### config.mk
export PLATFORM = sky130hd
export DESIGN_NAME = decoder_3_to_8_strobe_flat
export DESIGN_NICKNAME = d
export VERILOG_FILES = /design/src/rtl/decoder_pkg.sv /design/src/rtl/decoder_3_to_8_strobe_if.sv /design/src/rtl/binary_decoder.sv /design/src/rtl/decoder_3_to_8_strobe.sv /design/src/flat_wrapper.sv
export SDC_FILE = /design/constraint.sdc
export NUM_CORES = 1
export LEC_CHECK = 0
export CAP_MARGIN = 20
export CORE_MARGIN = 1
export CORE_UTILIZATION = 45
export CTS_CLUSTER_DIAMETER = 30
export DETAILED_ROUTE_END_ITERATION = 6
export HOLD_SLACK_MARGIN = 0.12
export PLACE_DENSITY_LB_ADDON = 0.1
export SYNTH_ARGS = -nofsm -noshare
export SYNTH_HDL_FRONTEND = slang
export SYNTH_HIERARCHICAL = 1
export SYNTH_SLANG_ARGS = --single-unit
### constraint.sdc
create_clock -name clk -period 2.7 [get_ports clk]
set_input_delay 0.405 -clock clk [delete_from_list [all_inputs] [get_ports clk]]
set_output_delay 0.405 -clock clk [all_outputs]
set_load 0.02 [all_outputs]
### src/rtl/decoder_pkg.sv
// Shared types and defaults for the strobed 3-to-8 decoder.
// onehot_check is used by the RTL assertion and the bench.
package decoder_pkg;

  localparam int DEF_IN_W  = 3;
  localparam int DEF_HOLD  = 4;
  localparam int DEF_GAP   = 1;
  localparam int DEF_CNT_W = 8;

  typedef enum logic [1:0] {
    IDLE,
    ACTIVE,
    GAP
  } state_t;

  function automatic logic onehot_check(
    input logic [31:0] v
  );
    return (v & (v - 32'd1)) == 32'd0;
  endfunction

endpackage

### src/rtl/decoder_3_to_8_strobe_if.sv
// Index handshake plus decoded outputs.
// master drives the index; slave is the decoder.
interface decoder_3_to_8_strobe_if #(
  parameter int IN_W = 3
);

  logic                 in_valid;
  logic [IN_W-1:0]      in;
  logic                 in_ready;
  logic [2**IN_W-1:0]   y;
  logic                 active;
  logic [IN_W-1:0]      code;

  modport master (
    output in_valid,
    output in,
    input  in_ready,
    input  y,
    input  active,
    input  code
  );

  modport slave (
    input  in_valid,
    input  in,
    output in_ready,
    output y,
    output active,
    output code
  );

endinterface

### src/rtl/binary_decoder.sv
// Combinational binary to one-hot decoder with enable.
// Output is all-zero while en is low.
module binary_decoder #(
  parameter int IN_W = 3
) (
  input  logic [IN_W-1:0]    code,
  input  logic               en,
  output logic [2**IN_W-1:0] y
);

  localparam int OUT_W = 2**IN_W;

  assign y = en ? (OUT_W'(1) << code) : '0;

endmodule

### src/rtl/decoder_3_to_8_strobe.sv
// Strobed 3-to-8 decoder: holds each code HOLD cycles,
// then blanks for GAP cycles; optional auto-scan.
module decoder_3_to_8_strobe #(
  parameter int IN_W  = decoder_pkg::DEF_IN_W,
  parameter int HOLD  = decoder_pkg::DEF_HOLD,
  parameter int GAP   = decoder_pkg::DEF_GAP,
  parameter int CNT_W = decoder_pkg::DEF_CNT_W
) (
  input  logic clk,
  input  logic rst_n,
  input  logic en,
  input  logic scan,
  decoder_3_to_8_strobe_if.slave bus
);

  import decoder_pkg::state_t;
  import decoder_pkg::IDLE;
  import decoder_pkg::ACTIVE;
  import decoder_pkg::onehot_check;

  localparam logic [CNT_W-1:0] HOLD_LD =
    CNT_W'(HOLD - 1);
  localparam logic [CNT_W-1:0] GAP_LD =
    CNT_W'((GAP > 0) ? GAP - 1 : 0);
  localparam bit HAS_GAP = (GAP > 0);

  state_t            state_q, state_d;
  logic [CNT_W-1:0]  cnt_q, cnt_d;
  logic [IN_W-1:0]   code_q, code_d;
  logic [IN_W-1:0]   sidx_q, sidx_d;
  logic              fscan_q, fscan_d;

  logic              start;
  logic              finish;
  logic [IN_W-1:0]   start_code;
  logic [IN_W-1:0]   nxt_idx;
  logic              act;

  always_ff @(posedge clk or negedge rst_n) begin
    if (!rst_n) begin
      state_q <= IDLE;
      cnt_q   <= '0;
      code_q  <= '0;
      sidx_q  <= '0;
      fscan_q <= 1'b0;
    end else begin
      state_q <= state_d;
      cnt_q   <= cnt_d;
      code_q  <= code_d;
      sidx_q  <= sidx_d;
      fscan_q <= fscan_d;
    end
  end

  always_comb begin
    state_d    = state_q;
    cnt_d      = cnt_q;
    code_d     = code_q;
    sidx_d     = sidx_q;
    fscan_d    = fscan_q;
    start      = 1'b0;
    finish     = 1'b0;
    start_code = code_q;
    nxt_idx    = sidx_q;
    if (en) begin
      unique case (state_q)
        IDLE: begin
          if (scan) begin
            start      = 1'b1;
            start_code = sidx_q;
            fscan_d    = 1'b1;
          end else if (bus.in_valid) begin
            start      = 1'b1;
            start_code = bus.in;
            fscan_d    = 1'b0;
          end
        end
        ACTIVE: begin
          if (cnt_q != '0) begin
            cnt_d = cnt_q - 1'b1;
          end else if (HAS_GAP) begin
            state_d = decoder_pkg::GAP;
            cnt_d   = GAP_LD;
          end else begin
            finish = 1'b1;
          end
        end
        decoder_pkg::GAP: begin
          if (cnt_q != '0) cnt_d = cnt_q - 1'b1;
          else             finish = 1'b1;
        end
        default: state_d = IDLE;
      endcase
      // A scan code advances the index when it retires,
      // so a later scan resumes from the next line.
      if (finish) begin
        nxt_idx = fscan_q ? sidx_q + 1'b1 : sidx_q;
        sidx_d  = nxt_idx;
        if (scan) begin
          start      = 1'b1;
          start_code = nxt_idx;
          fscan_d    = 1'b1;
        end else begin
          state_d = IDLE;
        end
      end
      if (start) begin
        state_d = ACTIVE;
        cnt_d   = HOLD_LD;
        code_d  = start_code;
      end
    end
  end

  always_comb begin
    bus.in_ready = (state_q == IDLE) & en & ~scan;
    act          = (state_q == ACTIVE) & en;
    bus.active   = act;
    bus.code     = code_q;
  end

  binary_decoder #(
    .IN_W (IN_W)
  ) u_dec (
    .code (code_q),
    .en   (act),
    .y    (bus.y)
  );

  a_onehot: assert property (
    @(posedge clk) disable iff (!rst_n)
    onehot_check(32'(bus.y))
  );

endmodule

### src/flat_wrapper.sv
// flat-port wrapper written by rule: the top's interface ports become plain ports
module decoder_3_to_8_strobe_flat import decoder_pkg::state_t; import decoder_pkg::IDLE; import decoder_pkg::ACTIVE; import decoder_pkg::onehot_check;
#(
  parameter int IN_W  = decoder_pkg::DEF_IN_W,
  parameter int HOLD  = decoder_pkg::DEF_HOLD,
  parameter int GAP   = decoder_pkg::DEF_GAP,
  parameter int CNT_W = decoder_pkg::DEF_CNT_W
)
  (clk, rst_n, en, scan, bus_in_valid, bus_in, bus_in_ready, bus_y, bus_active, bus_code);
  decoder_3_to_8_strobe_if #(.IN_W(IN_W)) bus_i ();
  input  logic clk;
  input  logic rst_n;
  input  logic en;
  input  logic scan;
  input wire logic [$bits(bus_i.in_valid)-1:0] bus_in_valid;
  input wire logic [$bits(bus_i.in)-1:0] bus_in;
  output wire logic [$bits(bus_i.in_ready)-1:0] bus_in_ready;
  output wire logic [$bits(bus_i.y)-1:0] bus_y;
  output wire logic [$bits(bus_i.active)-1:0] bus_active;
  output wire logic [$bits(bus_i.code)-1:0] bus_code;
  assign bus_i.in_valid = bus_in_valid;
  assign bus_i.in = bus_in;
  assign bus_in_ready = bus_i.in_ready;
  assign bus_y = bus_i.y;
  assign bus_active = bus_i.active;
  assign bus_code = bus_i.code;
  decoder_3_to_8_strobe #(.IN_W(IN_W), .HOLD(HOLD), .GAP(GAP), .CNT_W(CNT_W)) u_core (.clk(clk), .rst_n(rst_n), .en(en), .scan(scan), .bus(bus_i));
endmodule
==> flow_summary_export.csv <==
group,metric,value,unit
yosys,synth_top_cell_area_share,32.98,%
timing,fin_setup_tns,0,ns
critical_path,path_cells,"inv_1 -> ha_1 -> and2_2 -> nor4b_2 -> clkdlybuf4s50_1",
yosys,synth_cell_types,47,
yosys,synthTopCellsByArea,"dfrtp_1, mux2_2, ha_1, a21oi_1, inv_1",
floorplan,start_util,47.19,%
floorplan,io_pins,21,
layout,fin_cells,185,
min_path,hold_start,"u_core/sidx_q[2]",
detailed_routing,final_antenna_net_count,0,
yosys,syn_area,1290,sq um
yosys,synth.avg_cell_area,9.627,sq um
min_path,whs_endpoint,"u_core/sidx_q[2]",
critical_path,cp-start-kind,"flip-flop",
detailed_routing,first_pass_iters,4,
global_routing,grt_start_max_net_pins,18,
placement,gp_congestion,0.8229,
layout,fin_area,1549,sq um
critical_path,rr_startpoint,"u_core/state_q[0]",
detailed_routing,vias,1087,
timing,setup-violations-final,0,
timing,hold_viol,0,
critical_path,max_stage_delay,0.64,ns
run_status,status,"finished, final reports clean",
flow_run,drv_cap,0,
yosys,ys.flop_type,"dfrtp_1",
critical_path,startpoint,"u_core/state_q[1]",
timing,clock.fmax,399.7,MHz
yosys,async_flop_share,100.0,%
clock_network,htree_levels,1,
critical_path,r2r_slack,0.57,ns
layout,area_growth,20.08,%
timing,min_period_over_period,92.66,%
detailed_routing,drt_wl_total,2885,um
detailed_routing,drt_iter0_drc,42,
timing,slew_violations,0,
global_routing,antenna_found_initial,0,
layout,drive_above_1_share,16.88,%
floorplan,die_area,3085,sq um
critical_path,r2r-end,"u_core/bus.code[0]",
placement,hpwl,2125,um
yosys,yosysWarnings,6,
min_path,holdCritPathClass,"reg -> reg",
critical_path,ff2ff_path_depth,6,
pwr,cellPowerDensity,701.9,nW/um^2
critical_path,cp.required,2.30,ns
detailed_routing,drt-met1-wl,1394,um
critical_path,endpoint_kind,"output port",
yosys,syn_inst,134,
timing,relSlewSlack,45.20,%
critical_path,crit_slowest_cell,"clkdlybuf4s50_1",
global_routing,grt_pass1_wl,4926,um
yosys,yosysTopAreaCell,"dfrtp_1",
global_routing,grt_usage,19.88,%
global_routing,grt_pass1_vias,1068,
min_path,min_path_cells,1,
yosys,synth-edff-count,0,
detailed_routing,vias_per_cell,5.876,
detailed_routing,dr_wl_met3,100,um
layout,nets,169,
pwr,total_power,1.087,mW
clock_network,cts_tree,"built",
floorplan,rows,19,
clock_network,path_clk_slew,0.10,ns
timing,layout_min_cycle_time,2.502,ns
yosys,ys_ff_latch,17,
timing,clock_skew,0.001772,ns
placement,numPlacedInstances,181,
critical_path,critPathKind,"reg -> out",
pwr,leakagePower,0.6513,nW
clock_network,cts_inserted_buffers,3,
clock_network,clk_latency,0.28,ns
detailed_routing,wire_per_inst,15.59,um
detailed_routing,top_layer,"met4",
placement,placed_area,1521,sq um
placement,portBuffers,20,
detailed_routing,dr_wl_met2,1371,um
floorplan,die_x,55.54,um
yosys,yosysSeqAreaShare,32.98,%
timing,rsz0062_at_grt,"no",
detailed_routing,drc,0,
timing,tightest_slew,0.8194,ns
layout,antenna_cells,0,
layout,mostFrequentLayoutCell,"clkdlybuf4s50_1",
pwr,irDropWorstVdd,0.4109,mV
floorplan,core_area,2734,sq um
layout,layout_common_cells,"clkdlybuf4s50_1, dfrtp_1, inv_1",
global_routing,grt-ovfl-total,0,
yosys,syn_nets,148,
clock_network,cts_num_sinks,17,
clock_network,cts_hold_buf,0,
critical_path,arrival,2.10,ns
floorplan,die_h,55.54,um
clock_network,cts_root_buf,"clkbuf_4",
clock_network,max-clock-path-buffers,2,
critical_path,crit_fanout,10,
how the worst max path moves through the flow:
stage                     slack (ns)  cells past startpoint                 end
after floorplan                 0.80                      5  u_core/bus.code[0]
final                           0.20                      5            bus_y[0]
after CTS                       0.06                      5            bus_y[0]
after global placement          0.26                      4            bus_y[0]
after detailed placement        0.17                      4            bus_y[0]
after global routing             0.1                      5            bus_y[0]
synthesized netlist by cell type (2+ instances only):
master	instances
and2_1	3
and3_2	2
o211ai_1	2
o21a_1	2
buf_2	3
a221o_1	2
a211o_1	2
xnor2_1	3
nor2_1	3
and4b_2	2
o31a_1	2
and4bb_1	2
nand4_1	2
nand2b_1	2
inv_1	9
nor3b_1	4
nand3_1	4
ha_1	6
o21ai_0	6
nor2b_1	3
mux2_2	8
a31oi_1	5
nand2_1	6
a21oi_1	8
dfrtp_1	17
and3_1	2
clkbuf_1	4
routing by layer:
metal	vias to the layer above	track usage (%)
li1	550	-
met5	-	0
met1	513	26.95
met3	2	2.810
met2	22	33.73
met4	0	4.286
critical path: cells and delay by family, from the launching register on:
family | cells | cell delay (ns)
buf+inv | 2 | 0.74
simple gates | 2 | 0.47
flops | 1 | 0.45
fa+ha+maj | 1 | 0.16
power by group:
part | leakage (nW) | switching, mW | total, mW | internal, mW
registers | 0.197 | 0.108 | 0.433 | 0.326
logic | 0.439 | 0.254 | 0.516 | 0.261
clock network | 0.0150 | 0.0807 | 0.138 | 0.0573
total | 0.651 | 0.443 | 1.09 | 0.644
metrics by stage:
stage / utilization [%] / hold slack [ns] / setup WS (ns)
detailed placement: 55.65 / 0.5150 / 0.1744
global placement: 55.65 / 0.5068 / 0.2648
CTS: 56.61 / 0.5306 / 0.06088
floorplan: - / 0.1094 / 0.8005
finish: 56.66 / 0.5309 / 0.1982
global route: 56.66 / 0.5608 / 0.09814
final cells by class:
type,count,area (sq um)
Tap cell,31,38.79
Clock buffer,4,26.28
Timing Repair Buffer,24,230.2
Fill cell,253,1185
Sequential cell,17,425.4
Multi-Input combinational cell,100,794.5
Inverter,9,33.78
cell families after synthesis:
logic type / count (synthesis) / share of synthesized area (%)
simple gates: 45 / 25.51
compound gates: 36 / 19.69
buf+inv: 17 / 5.528
flops: 17 / 32.98
mux: 9 / 7.760
fa+ha+maj: 6 / 5.819
xor+xnor: 4 / 2.716
registers in the layout, summed over array words and instances (netlist names):
signal	flops
u_core/bus.code	3
u_core/cnt_q	8
u_core/fscan_q	1
u_core/state_q	2
u_core/sidx_q	3
timing repair:
| item | 4_1_cts | 5_1_grt |
|---|---|---|
| setup buffers | 0 | 0 |
| endpoints found under the setup margin | 0 | 1 |
| gates resized for setup | 0 | 1 |
Note: power is estimated with default switching activity, not from simulation.
